<file path="src/rtl/adc_sim_pkg.sv">
`default_nettype none
// ============================================================================
// Module   : adc_sim_pkg
// Purpose  : Shared frame geometry, status layout and state encoding for the
//            emulated serial ADC.
// Revision : 1.0 - initial release
// ============================================================================
package adc_sim_pkg;

  localparam int ADC_FRAME_BITS     = 16;
  localparam int ADC_ADDR_FIRST_BIT = 2;
  localparam int ADC_ADDR_WIDTH     = 3;
  localparam int ADC_DATA_WIDTH     = 12;

  localparam int ADC_STAT_BUSY_BIT  = 3;
  localparam int ADC_STAT_COUNT_LSB = 8;

  typedef enum logic [0:0] {
    IDLE  = 1'b0,
    SHIFT = 1'b1
  } adc_state_e;

endpackage : adc_sim_pkg
`default_nettype wire

</file>
<file path="src/rtl/sync_edge_detect.sv">
`default_nettype none
// ============================================================================
// Module   : sync_edge_detect
// Purpose  : Multi-flop synchronizer for an asynchronous input followed by
//            single-cycle rise/fall pulse generation.
// Revision : 1.0 - initial release
// ============================================================================
module sync_edge_detect #(
  parameter int   STAGES    = 2,
  parameter logic RESET_VAL = 1'b1
) (
  input  logic clk_i,
  input  logic rst_i,
  input  logic d_i,
  output logic level_o,
  output logic rise_o,
  output logic fall_o
);

  logic [STAGES-1:0] sync_q;
  logic              prev_q;

  always_ff @(posedge clk_i or posedge rst_i) begin
    if (rst_i) begin
      sync_q <= {STAGES{RESET_VAL}};
      prev_q <= RESET_VAL;
    end else begin
      sync_q <= {sync_q[STAGES-2:0], d_i};
      prev_q <= sync_q[STAGES-1];
    end
  end

  assign level_o = sync_q[STAGES-1];
  assign rise_o  =  sync_q[STAGES-1] & ~prev_q;
  assign fall_o  = ~sync_q[STAGES-1] &  prev_q;

endmodule : sync_edge_detect
`default_nettype wire

</file>
<file path="src/rtl/adc_spi_responder.sv">
`default_nettype none
// ============================================================================
// Module   : adc_spi_responder
// Purpose  : Emulates an 8-channel 12-bit serial ADC toward an SPI master,
//            returning channel values written by the simulator MCU.
// Revision : 1.0 - initial release
// ============================================================================
module adc_spi_responder
  import adc_sim_pkg::*;
#(
  parameter int NUM_CHANNELS = 8,
  parameter int SYNC_STAGES  = 2
) (
  input  logic        sysclk,
  input  logic        sysreset,
  input  logic [15:0] data_in,
  input  logic [2:0]  chan_sel,
  input  logic        chan_load,
  input  logic        adc_cs_n,
  input  logic        adc_sclk,
  input  logic        adc_saddr,
  output logic        adc_sdat,
  output logic [15:0] status_out,
  output logic        frame_done,
  output logic        frame_error
);

  localparam int        PAD_BITS   = ADC_FRAME_BITS - ADC_DATA_WIDTH;
  localparam int        CNT_W      = $clog2(ADC_FRAME_BITS);
  localparam logic [CNT_W-1:0] ADDR_FIRST = CNT_W'(ADC_ADDR_FIRST_BIT);
  localparam logic [CNT_W-1:0] ADDR_LAST  = CNT_W'(ADC_ADDR_FIRST_BIT + ADC_ADDR_WIDTH - 1);
  localparam logic [CNT_W-1:0] LAST_BIT   = CNT_W'(ADC_FRAME_BITS - 1);

  logic cs_lvl, cs_rise, cs_fall;
  logic sclk_lvl, sclk_rise, sclk_fall;
  logic saddr_lvl, saddr_rise, saddr_fall;

  sync_edge_detect #(.STAGES(SYNC_STAGES), .RESET_VAL(1'b1)) u_sync_cs (
    .clk_i  (sysclk),
    .rst_i  (sysreset),
    .d_i    (adc_cs_n),
    .level_o(cs_lvl),
    .rise_o (cs_rise),
    .fall_o (cs_fall)
  );

  sync_edge_detect #(.STAGES(SYNC_STAGES), .RESET_VAL(1'b1)) u_sync_sclk (
    .clk_i  (sysclk),
    .rst_i  (sysreset),
    .d_i    (adc_sclk),
    .level_o(sclk_lvl),
    .rise_o (sclk_rise),
    .fall_o (sclk_fall)
  );

  sync_edge_detect #(.STAGES(SYNC_STAGES), .RESET_VAL(1'b1)) u_sync_saddr (
    .clk_i  (sysclk),
    .rst_i  (sysreset),
    .d_i    (adc_saddr),
    .level_o(saddr_lvl),
    .rise_o (saddr_rise),
    .fall_o (saddr_fall)
  );

  logic unused_bits;
  assign unused_bits = ^{data_in[15:ADC_DATA_WIDTH], cs_lvl, sclk_lvl, saddr_rise, saddr_fall};

  // Flop-based channel file so the word load can read it in the same cycle.
  logic [ADC_DATA_WIDTH-1:0] chan_q [NUM_CHANNELS];

  always_ff @(posedge sysclk or posedge sysreset) begin
    if (sysreset) begin
      for (int i = 0; i < NUM_CHANNELS; i++) chan_q[i] <= '0;
    end else if (chan_load) begin
      chan_q[chan_sel] <= data_in[ADC_DATA_WIDTH-1:0];
    end
  end

  adc_state_e                 state_q, state_d;
  logic [CNT_W-1:0]           bitcnt_q, bitcnt_d;
  logic [ADC_ADDR_WIDTH-1:0]  addr_q, addr_d;
  logic [ADC_ADDR_WIDTH-1:0]  next_chan_q, next_chan_d;
  logic [ADC_ADDR_WIDTH-1:0]  stat_addr_q, stat_addr_d;
  logic [ADC_FRAME_BITS-1:0]  shift_q, shift_d;
  logic [7:0]                 count_q, count_d;
  logic                       sdat_q, sdat_d;
  logic                       done_q, done_d;
  logic                       err_q, err_d;

  always_ff @(posedge sysclk or posedge sysreset) begin
    if (sysreset) begin
      state_q     <= IDLE;
      bitcnt_q    <= '0;
      addr_q      <= '0;
      next_chan_q <= '0;
      stat_addr_q <= '0;
      shift_q     <= '0;
      count_q     <= '0;
      sdat_q      <= 1'b0;
      done_q      <= 1'b0;
      err_q       <= 1'b0;
    end else begin
      state_q     <= state_d;
      bitcnt_q    <= bitcnt_d;
      addr_q      <= addr_d;
      next_chan_q <= next_chan_d;
      stat_addr_q <= stat_addr_d;
      shift_q     <= shift_d;
      count_q     <= count_d;
      sdat_q      <= sdat_d;
      done_q      <= done_d;
      err_q       <= err_d;
    end
  end

  always_comb begin
    state_d     = state_q;
    bitcnt_d    = bitcnt_q;
    addr_d      = addr_q;
    next_chan_d = next_chan_q;
    stat_addr_d = stat_addr_q;
    shift_d     = shift_q;
    count_d     = count_q;
    done_d      = 1'b0;
    err_d       = 1'b0;

    unique case (state_q)
      IDLE: begin
        if (cs_fall) begin
          state_d     = SHIFT;
          bitcnt_d    = '0;
          next_chan_d = '0;
          shift_d     = {{PAD_BITS{1'b0}}, chan_q[next_chan_d]};
        end
      end
      SHIFT: begin
        // CS edges win; any SCLK edge in the same cycle is dropped.
        if (cs_rise || cs_fall) begin
          if (cs_rise) begin
            state_d = IDLE;
            err_d   = (bitcnt_q != '0);
          end
        end else if (sclk_rise) begin
          if (bitcnt_q >= ADDR_FIRST && bitcnt_q <= ADDR_LAST) begin
            addr_d = {addr_q[ADC_ADDR_WIDTH-2:0], saddr_lvl};
          end
          bitcnt_d = bitcnt_q + 1'b1;
          if (bitcnt_q == LAST_BIT) begin
            next_chan_d = addr_d;
            stat_addr_d = addr_d;
            shift_d     = {{PAD_BITS{1'b0}}, chan_q[next_chan_d]};
            done_d      = 1'b1;
            count_d     = count_q + 8'd1;
          end
        end else if (sclk_fall && bitcnt_q != '0) begin
          // No shift before the first rising edge keeps bit 15 presented.
          shift_d = {shift_q[ADC_FRAME_BITS-2:0], 1'b0};
        end
      end
      default: state_d = IDLE;
    endcase

    sdat_d = (state_d == SHIFT) ? shift_d[ADC_FRAME_BITS-1] : 1'b0;
  end

  always_comb begin
    status_out                                 = '0;
    status_out[ADC_ADDR_WIDTH-1:0]             = stat_addr_q;
    status_out[ADC_STAT_BUSY_BIT]              = (state_q == SHIFT);
    status_out[ADC_STAT_COUNT_LSB +: 8]        = count_q;
  end

  assign adc_sdat    = sdat_q;
  assign frame_done  = done_q;
  assign frame_error = err_q;

endmodule : adc_spi_responder
`default_nettype wire

</file>
<file path="config.mk">
export PLATFORM = sky130hd
export DESIGN_NAME = adc_spi_responder
export DESIGN_NICKNAME = d
export VERILOG_FILES = /design/src/rtl/adc_sim_pkg.sv /design/src/rtl/sync_edge_detect.sv /design/src/rtl/adc_spi_responder.sv
export SDC_FILE = /design/constraint.sdc
export NUM_CORES = 1
export LEC_CHECK = 0
export BUFFER_PORTS_ARGS = -buffer_cell sky130_fd_sc_hd__buf_4
export CAP_MARGIN = 20
export CORE_ASPECT_RATIO = 0.9
export CORE_MARGIN = 3
export CORE_UTILIZATION = 45
export DETAILED_ROUTE_END_ITERATION = 7
export PLACE_DENSITY = 0.69
export RECOVER_POWER = 25
export SETUP_SLACK_MARGIN = 0.4
export SYNTH_ARGS = -nofsm -noshare
export SYNTH_HDL_FRONTEND = slang
export SYNTH_HIERARCHICAL = 1
export SYNTH_SLANG_ARGS = --single-unit
</file>
<file path="constraint.sdc">
create_clock -name sysclk -period 5.67 [get_ports sysclk]
set_clock_uncertainty 0.2 [all_clocks]
set_input_delay 0.8505 -clock sysclk [delete_from_list [all_inputs] [get_ports sysclk]]
set_output_delay 0.8505 -clock sysclk [all_outputs]
set_load 0.05 [all_outputs]
</file>
==> results_dict.tcl, run 1 <==
set metrics [dict create \
    worst-setup-path-type "flop to flop" \
    dieWidth_um 141 \
    status "finished with violations" \
    setup_ws_ps 2350 \
    drt_iter0_drc 504 \
    avgSynthCellArea_sq_um 11.2 \
    insertion_delay_ps 420 \
    rsz0062_at_grt "no" \
    leakagePower_nw 3.49 \
    routedWlPerCell_um 20.6 \
    post_cts_resized 0 \
    drt_wl_total_um 18500 \
    whs_path_depth 0 \
    antenna_found_initial 0 \
    layout_commonest_cell "dfrtp_1" \
    ant_nets 0 \
    hp-class "flop to flop" \
    ios 44 \
    netlist_area_sq_um 7430 \
    num_rows 43 \
    worstSetupEndpointType "flop" \
    hold_viol 0 \
    cp_num_cells 8 \
    max_cap_violations 1 \
    crit_arrival_ps 3410 \
    grt_start_max_net_pins 73 \
    clkTransAtPathRegs_ps 60 \
    drt-vias-per-instance 6.15 \
    worstPathMaxFanout 9 \
    critPathTopFamily "compound AO/OA/AOI/OAI gates" \
    nets 711 \
    portBuffers 35 \
    period_minus_slack_ps 3320 \
    worst_setup_path_start_kind "flop" \
    overflow 0 \
    post-route-period-util_pct 58.5 \
    clockBufferDepth 2 \
    tns_ps 0 \
    numCtsBuffers 17 \
    num_antenna_cells 0 \
    required_ps 5760 \
    yosysWarnings 6 \
    cts_root_buf "clkbuf_16" \
    initial_core_util_pct 47.1 \
    grt_usage_pct 21.0 \
    fmax_ghz 0.301 \
    cts_hold_buf 0 \
    grt_pass1_wl_um 29600 \
    mostFrequentLayoutCells "dfrtp_1, mux2_2, nand2_1" \
    area.growth.synth_to_final_pct 12.7 \
    setup_viol 0 \
    final_max_slew_viol_count 64 \
    worstPathCellList "inv_1 -> ha_1 -> or2_2 -> a211oi_1 -> buf_4 -> o21bai_1 -> a21oi_1 -> o31ai_1" \
    synthCells 661 \
    num-fill-cells 1355 \
    slew_headroom_pct -86.7 \
    vias 5518 \
    post_cts_buffers 0 \
    cp_num_buf_inv 2 \
    gp_congestion 0.883 \
    cts_sinks 142 \
    cts_tree "yes" \
    place_hpwl_um 12600 \
    first_global_vias 5415 \
    core-area_sq_um 15800 \
    violations "max-capacitance violations, max-slew violations" \
    tightest_slew_ps 2790 \
    dieArea_sq_um 18100 \
    dpl_worst_slack_ps 2410 \
    htree_levels 4 \
    hold_ws_ps 162 \
    final-seq-area_sq_um 3560 \
    cpPeakStageDelay_ps 830 \
    first_pass_iters 6 \
    ir_worst_vdd_mv 0.350 \
    reg2regPathDepth 8 \
    crit_slowest_cell "a211oi_1" \
    multiInputGateArea_sq_um 3570 \
    drcViolationCount 0 \
    die_h_um 128 \
    layout-drive-gt1-share_pct 30.2 \
    power_density_nw_per_um2 421 \
]
## metal layers
| metal | global-route usage (%) | share of wire [%] | wire (um) | vias to the layer above |
|---|---|---|---|---|
| li1 | - | - | - | 2496 |
| met1 | 29.4 | 45 | 8220 | 2791 |
| met2 | 32.6 | 47 | 8680 | 202 |
| met3 | 5.71 | 7.3 | 1350 | 29 |
| met4 | 5.59 | 1.2 | 214 | 0 |
| met5 | 0 | 0 | 0 | - |
## stage by stage
step	utilization, %	instance area [sq um]	power (mW)	cells
floorplan	-	7440	2.21	664
global placement	49.4	7790	2.44	862
detailed placement	49.5	7800	2.48	863
CTS	53.0	8350	3.53	895
global route	53.1	8370	3.72	897
finish	53.1	8370	3.53	897
## state kept, by name (all words and copies together), names as in the netlist
register / flops
adc_sdat: 1
addr_q: 3
bitcnt_q: 4
chan_q: 96
count_q: 8
frame_done: 1
frame_error: 1
shift_q: 16
stat_addr_q: 3
state_q: 1
u_sync_cs/prev_q: 1
u_sync_cs/sync_q: 2
u_sync_saddr/sync_q: 2
u_sync_sclk/prev_q: 1
u_sync_sclk/sync_q: 2
## area by class of cell
type | instances | area share (%)
Sequential cell | 142 | 42.6
Clock inverter | 12 | 1.14
Multi-Input combinational cell | 455 | 42.7
Clock buffer | 20 | 5.46
Tap cell | 202 | 3.02
Inverter | 19 | 0.867
Timing Repair Buffer | 47 | 4.30
## power by group
group	total (mW)	internal [mW]	leakage (nW)	switching (mW)
sequential	1.37	1.20	1.74	0.165
combinational	1.12	0.479	1.47	0.642
clock	1.04	0.620	0.279	0.419
total	3.53	2.30	3.49	1.23
## worst paths after layout
| path | startpoint | end | slack, ps |
|---|---|---|---|
| worst max-delay path | bitcnt_q[0] | shift_q[4] | 2350 |
| worst min-delay path | u_sync_cs/sync_q[0] | u_sync_cs/sync_q[1] | 160 |
| worst max register to register | bitcnt_q[0] | shift_q[4] | 2350 |
| worst min register to register | u_sync_cs/sync_q[0] | u_sync_cs/sync_q[1] | 160 |
| max in group asynchronous | sysreset | chan_q[36] | 2380 |
| min in group asynchronous | sysreset | u_sync_saddr/sync_q[1] | 290 |
Power figures use the tool's default switching activity.
==> inputs of run 2 (changes only) <==
--- a/config.mk
+++ b/config.mk
@@ -5,13 +5,14 @@
 export SDC_FILE = /design/constraint.sdc
 export NUM_CORES = 1
 export LEC_CHECK = 0
+export ABC_AREA = 1
 export BUFFER_PORTS_ARGS = -buffer_cell sky130_fd_sc_hd__buf_4
 export CAP_MARGIN = 20
 export CORE_ASPECT_RATIO = 0.9
 export CORE_MARGIN = 3
 export CORE_UTILIZATION = 45
 export DETAILED_ROUTE_END_ITERATION = 7
-export PLACE_DENSITY = 0.69
+export PLACE_DENSITY = 0.71
 export RECOVER_POWER = 25
 export SETUP_SLACK_MARGIN = 0.4
 export SYNTH_ARGS = -nofsm -noshare
==> constraint.sdc (replaced) <==
create_clock -name sysclk -period 2.8 [get_ports sysclk]
set_clock_uncertainty 0.2 [all_clocks]
set_input_delay 0.42 -clock sysclk [delete_from_list [all_inputs] [get_ports sysclk]]
set_output_delay 0.42 -clock sysclk [all_outputs]
set_load 0.05 [all_outputs]
==> run 2 against run 1 <==
  * The flow now finishes without violations
  * Via count rose by 5.9%
  * Synthesized cell count rose by 31%
  * Global-route usage increased by 0.47 points
  * Count of clock-buffer cells in the layout up 3
  * Sequential power increased by 95%
  * First-iteration DRC count is 16% higher
  * Critical path type unchanged
  * Critical endpoint is now shift_q[0]
  * Highest routed layer unchanged
==> results_dict.tcl, run 2 <==
set metrics [dict create \
    overflow 0 \
    final_cell_count_no_fill 1114 \
    regMostFlops "chan_q" \
    period_minus_slack_ps 2350 \
    cts_sinks 142 \
    ios 44 \
    tns_ps 0 \
    routedWlPerCell_um 15.9 \
    whs_path_depth 3 \
    worstPathMaxFanout 12 \
    synthCells 863 \
    pwr-share-seq_pct 32.0 \
    crit_slowest_cell "dfstp_1" \
    clockBufferDepth 2 \
    cts_root_buf "clkbuf_16" \
    worstSetupEndpointType "flop" \
    worst_setup_path_start_kind "flop" \
    avgSynthCellArea_sq_um 7.99 \
    largestRegisters "chan_q: 96 flops, shift_q: 16 flops, count_q: 8 flops" \
    max_cap_violations 0 \
    cts_tree "yes" \
    drt-vias-per-instance 5.24 \
    ant_nets 0 \
    leakagePower_nw 4.17 \
    crit_arrival_ps 2460 \
    fmax_ghz 0.426 \
    power_density_nw_per_um2 1020 \
    reg2regPathDepth 11 \
    grt_pass1_wl_um 27900 \
    numCtsBuffers 17 \
    slew_headroom_pct 40.8 \
    portBuffers 35 \
    setup_viol 0 \
    layout-drive-gt1-share_pct 13.2 \
    hp-class "primary input to flop" \
    first_global_vias 5436 \
    insertion_delay_ps 430 \
    num_antenna_cells 0 \
    num_rows 42 \
    gp_congestion 0.806 \
    vias 5842 \
    ir_worst_vdd_mv 0.572 \
    initial_core_util_pct 46.4 \
    cpPeakStageDelay_ps 560 \
    mostFrequentLayoutCells "nand2_1, dfrtp_1, inv_1" \
    largest_reg_flops 96 \
    hold_viol 0 \
    place_hpwl_um 10800 \
    worstPathCellList "nor2_1 -> nor3_2 -> buf_4 -> nand2_1 -> inv_1 -> nor3_4 -> buf_6 -> a21oi_1 -> nand3_1 -> nand2_1 -> inv_1" \
    drt_wl_total_um 17700 \
    placed_cells 1070 \
    clkTransAtPathRegs_ps 60 \
    drcViolationCount 0 \
    core-area_sq_um 14900 \
    first_pass_iters 5 \
    yosysWarnings 6 \
    status "completed" \
    intPower_mw 4.98 \
    pwr-share-comb_pct 41.6 \
    drt_iter0_drc 586 \
    worst-setup-path-type "flop to flop" \
    tightest_slew_ps 888 \
    antenna_found_initial 0 \
    required_ps 2920 \
    p_sw_share_pct 40.4 \
    nets 932 \
    htree_levels 4 \
    netlist_area_sq_um 6900 \
    p_sw_mw 3.38 \
    die_h_um 123 \
    clkPwrFrac_pct 26.4 \
    dieArea_sq_um 16800 \
    layout_commonest_cell "nand2_1" \
    dieWidth_um 136 \
    post-route-period-util_pct 83.8 \
    grt_usage_pct 21.5 \
    area.growth.synth_to_final_pct 18.3 \
    final_max_slew_viol_count 0 \
    grt_start_max_net_pins 47 \
    rsz0062_at_grt "no" \
]
[run 2: changes by cell type in the layout (fill, tap and decap cells not counted), sizes merged, moves of 21 or more]
cell   delta
mux2     -99
o21ai    +92
nand2   +193
mux2i    -21
inv     +117
nand3   +122
[run 2: final timing paths]
path                       slack [ps]                   from                      to
max in group asynchronous         610               sysreset             shift_q[12]
min                                 7            data_in[11]              chan_q[11]
max                               450    u_sync_cs/sync_q[1]              shift_q[0]
min reg2reg                       160  u_sync_sclk/sync_q[0]   u_sync_sclk/sync_q[1]
max reg2reg                       450    u_sync_cs/sync_q[1]              shift_q[0]
min in group asynchronous         420               sysreset  u_sync_saddr/sync_q[1]
[run 2: metrics by stage]
| stage | hold WS (ps) | util (%) | power (mW) | setup WS [ps] | instance area [sq um] |
|---|---|---|---|---|---|
| 6_report | 6.90 | 54.9 | 8.36 | 454 | 8160 |
| 5_1_grt | 13.3 | 54.9 | 8.86 | 310 | 8160 |
| 4_1_cts | 2.05 | 54.0 | 7.96 | 425 | 8030 |
| 3_5_place_dp | 150 | 49.5 | 5.63 | 46.3 | 7360 |
| 3_3_place_gp | 152 | 49.5 | 5.57 | 107 | 7360 |
| 2_1_floorplan | 132 | - | 4.86 | 515 | 6910 |
[run 2: repair_timing]
| item | 4_1_cts | 5_1_grt |
|---|---|---|
| hold buffers | 4 | 0 |
| gates cloned | 1 | 4 |
| gates resized for setup | 4 | 22 |
| endpoints found under the setup margin | 13 | 12 |
| endpoints found under the hold margin | 24 | 0 |
| buffers inserted | 1 | 2 |
| pin swaps | 1 | 4 |
[run 2: critical path, delay by kind of cell, from the launching register on]
family | cells | cell delay (ps)
simple gates | 6 | 740
buf+inv | 4 | 620
flops | 1 | 560
compound gates | 1 | 120
[run 2: area by class of cell]
cell class,instances,area [sq um]
fill,1319,6710
sequential,142,3560
multi-input combinational,546,2730
inverter,137,519
timing repair buffer,59,514
clock buffer,23,498
tap,198,248
clock inverter,9,83.8
[run 2: per-layer routing]
metal,global-route usage (%),wire length (um)
met5,0,0
met4,8.75,396
met3,5.13,1340
met2,32.4,8040
met1,30.0,7970
[run 2: power by group through the flow]
| stage | sequential [mW] | combinational, mW | clock, mW |
|---|---|---|---|
| floorplan | 2.64 | 2.23 | 0 |
| global placement | 2.68 | 2.89 | 0 |
| detailed placement | 2.69 | 2.94 | 0 |
| CTS | 2.66 | 3.07 | 2.23 |
| global route | 2.71 | 3.82 | 2.33 |
| finish | 2.67 | 3.48 | 2.21 |
==> inputs of run 3 (changes only) <==
==> constraint.sdc (replaced) <==
create_clock -name sysclk -period 2.1 [get_ports sysclk]
set_clock_uncertainty 0.2 [all_clocks]
set_input_delay 0.315 -clock sysclk [delete_from_list [all_inputs] [get_ports sysclk]]
set_output_delay 0.315 -clock sysclk [all_outputs]
set_load 0.05 [all_outputs]
==> run 3 against run 2 <==
  * Combinational power rose by 78%
  * Global-route usage rose by 1.8 points
  * The run now ends with negative setup slack left
  * Non-clock buffer count rose by 58
  * Critical endpoint is now shift_q[2]
==> results_dict.tcl, run 3 (same netlist as run 2, synthesis figures left out) <==
set metrics [dict create \
    layout-drive-gt1-share_pct 23.6 \
    largest_reg_flops 96 \
    final_max_slew_viol_count 0 \
    die_h_um 123 \
    placed_cells 1096 \
    cts_sinks 142 \
    final_core_util_pct 61.7 \
    gp_congestion 0.812 \
    power_density_nw_per_um2 1430 \
    drt_wl_total_um 19100 \
    first_pass_iters 8 \
    worst_setup_path_start_kind "flop" \
    num_rows 42 \
    nets 987 \
    required_ps 2200 \
    hold_ws_ps 161 \
    routedWlPerCell_um 16.4 \
    worstSetupEndpointType "flop" \
    clkPwrFrac_pct 25.4 \
    p_sw_share_pct 38.6 \
    worstPathMaxFanout 5 \
    place_hpwl_um 11500 \
    drt-vias-per-instance 5.15 \
    area.growth.synth_to_final_pct 33.1 \
    initial_core_util_pct 46.4 \
    dieArea_sq_um 16800 \
    drcViolationCount 0 \
    fin_area_sq_um 9180 \
    htree_levels 4 \
    worstPathCellList "inv_2 -> ha_2 -> inv_2 -> nand2_8 -> nand2_8 -> nand2_8 -> nand2_8 -> buf_12 -> nand2_1 -> nand3_1 -> nand3_2 -> nand3_2 -> nand2_1 -> nand2_1 -> nand2_1" \
    crit_slowest_cell "dfrtp_1" \
    overflow 0 \
    ios 44 \
    numCtsBuffers 17 \
    grt_pass1_wl_um 30400 \
    core-area_sq_um 14900 \
    period_minus_slack_ps 2130 \
    portBuffers 35 \
    largestRegisters "chan_q: 96 flops, shift_q: 16 flops, count_q: 8 flops" \
    post-route-period-util_pct 101 \
    setup_ws_ps -25.6 \
    fmax_ghz 0.470 \
    tightest_slew_ps 1030 \
    antenna_found_initial 0 \
    ant_nets 0 \
    hold_viol 0 \
    cts_root_buf "clkbuf_16" \
    crit_arrival_ps 2230 \
    first_global_vias 5964 \
    intPower_mw 8.05 \
    violations "negative setup slack" \
    num_antenna_cells 0 \
    max_cap_violations 0 \
    slew_headroom_pct 30.9 \
    hp-class "flop to flop" \
    vias 6026 \
    insertion_delay_ps 430 \
    leakagePower_nw 4.62 \
    rsz0062_at_grt "yes" \
    mostFrequentLayoutCells "nand2_1, dfrtp_1, inv_1" \
    num-fill-cells 1219 \
    cpPeakStageDelay_ps 400 \
    dpl_cell_area_sq_um 7750 \
    clkTransAtPathRegs_ps 60 \
    setup_viol 4 \
    ir_worst_vdd_mv 0.967 \
    pwr-share-seq_pct 27.3 \
    drt_iter0_drc 515 \
    worst-setup-path-type "flop to flop" \
    pwr-share-comb_pct 47.2 \
    cts_tree "yes" \
    finalPower_mw 13.1 \
    grt_usage_pct 23.3 \
    final_cell_count_no_fill 1169 \
    p_sw_mw 5.05 \
    clockBufferDepth 2 \
    layout_commonest_cell "nand2_1" \
    dieWidth_um 136 \
    grt_start_max_net_pins 60 \
    regMostFlops "chan_q" \
    status "finished with violations" \
]
-- run 3: cell count changes in the layout (fill, tap and decap cells not counted), moves of 8 or more --
cell and delta:
inv_1 -9, nand2_1 -8, buf_4 +19, clkbuf_4 +8, dlygate4sd3_1 +12, nand3_2 +25, nand3_1 -27, inv_2 +9
buf_12 +9
-- run 3: what timing repair did --
| item | in CTS | in global routing |
|---|---|---|
| pin swaps | 18 | 25 |
| resized for setup | 40 | 52 |
| hold endpoints to repair | 40 | 0 |
| gates cloned | 3 | 2 |
| setup buffers | 15 | 5 |
| setup endpoints to repair | 33 | 36 |
| hold buffers | 16 | 0 |
-- run 3: routing by layer --
metal / part of all wire, % / global-route usage, %
met5: 0 / 0
met4: 2.7 / 9.45
met3: 6.4 / 5.37
met2: 47 / 36.9
met1: 44 / 31.2
-- run 3: worst paths after layout --
path                            slack, ps  cells past startpoint                     end              startpoint
worst max-delay path                  -30                     15              shift_q[2]             bitcnt_q[0]
worst min-delay path                  160                      0  u_sync_saddr/sync_q[1]  u_sync_saddr/sync_q[0]
worst max register to register        -30                     15              shift_q[2]             bitcnt_q[0]
worst min register to register        160                      0  u_sync_saddr/sync_q[1]  u_sync_saddr/sync_q[0]
max in group asynchronous             430                      4              chan_q[81]                sysreset
min in group asynchronous             310                      3  u_sync_saddr/sync_q[0]                sysreset
-- run 3: power by group through the flow --
stage | combinational, mW | sequential [mW] | clock [mW]
2_1_floorplan | 3.25 | 3.53 | 0
3_3_place_gp | 4.66 | 3.58 | 0
3_5_place_dp | 4.74 | 3.59 | 0
4_1_cts | 5.48 | 3.55 | 3.36
5_1_grt | 6.69 | 3.64 | 3.48
6_report | 6.18 | 3.58 | 3.33
-- run 3: stage by stage --
stage | setup TNS, ps | setup WS (ps)
5_1_grt | -952 | -124
3_5_place_dp | 0 | 6.04
2_1_floorplan | -10740 | -80.2
6_report | -42.1 | -25.6
3_3_place_gp | 0 | 18.8
4_1_cts | 0 | 21.1
-- run 3: layout make-up --
class / instances / area, sq um / share of cell area (%)
multi-input combinational: 543 / 3010 / 32.8
timing repair buffer: 117 / 1190 / 12.9
sequential: 142 / 3560 / 38.8
clock buffer: 21 / 460 / 5.02
clock inverter: 11 / 188 / 2.05
tap: 198 / 248 / 2.70
inverter: 137 / 518 / 5.64
-- run 3: critical path: cells and delay by family (launching register included) --
family	cells	cell delay, ps
adders and majority gates	1	180
buffers and inverters	3	280
DFF	1	400
and+or+nand+nor	11	960
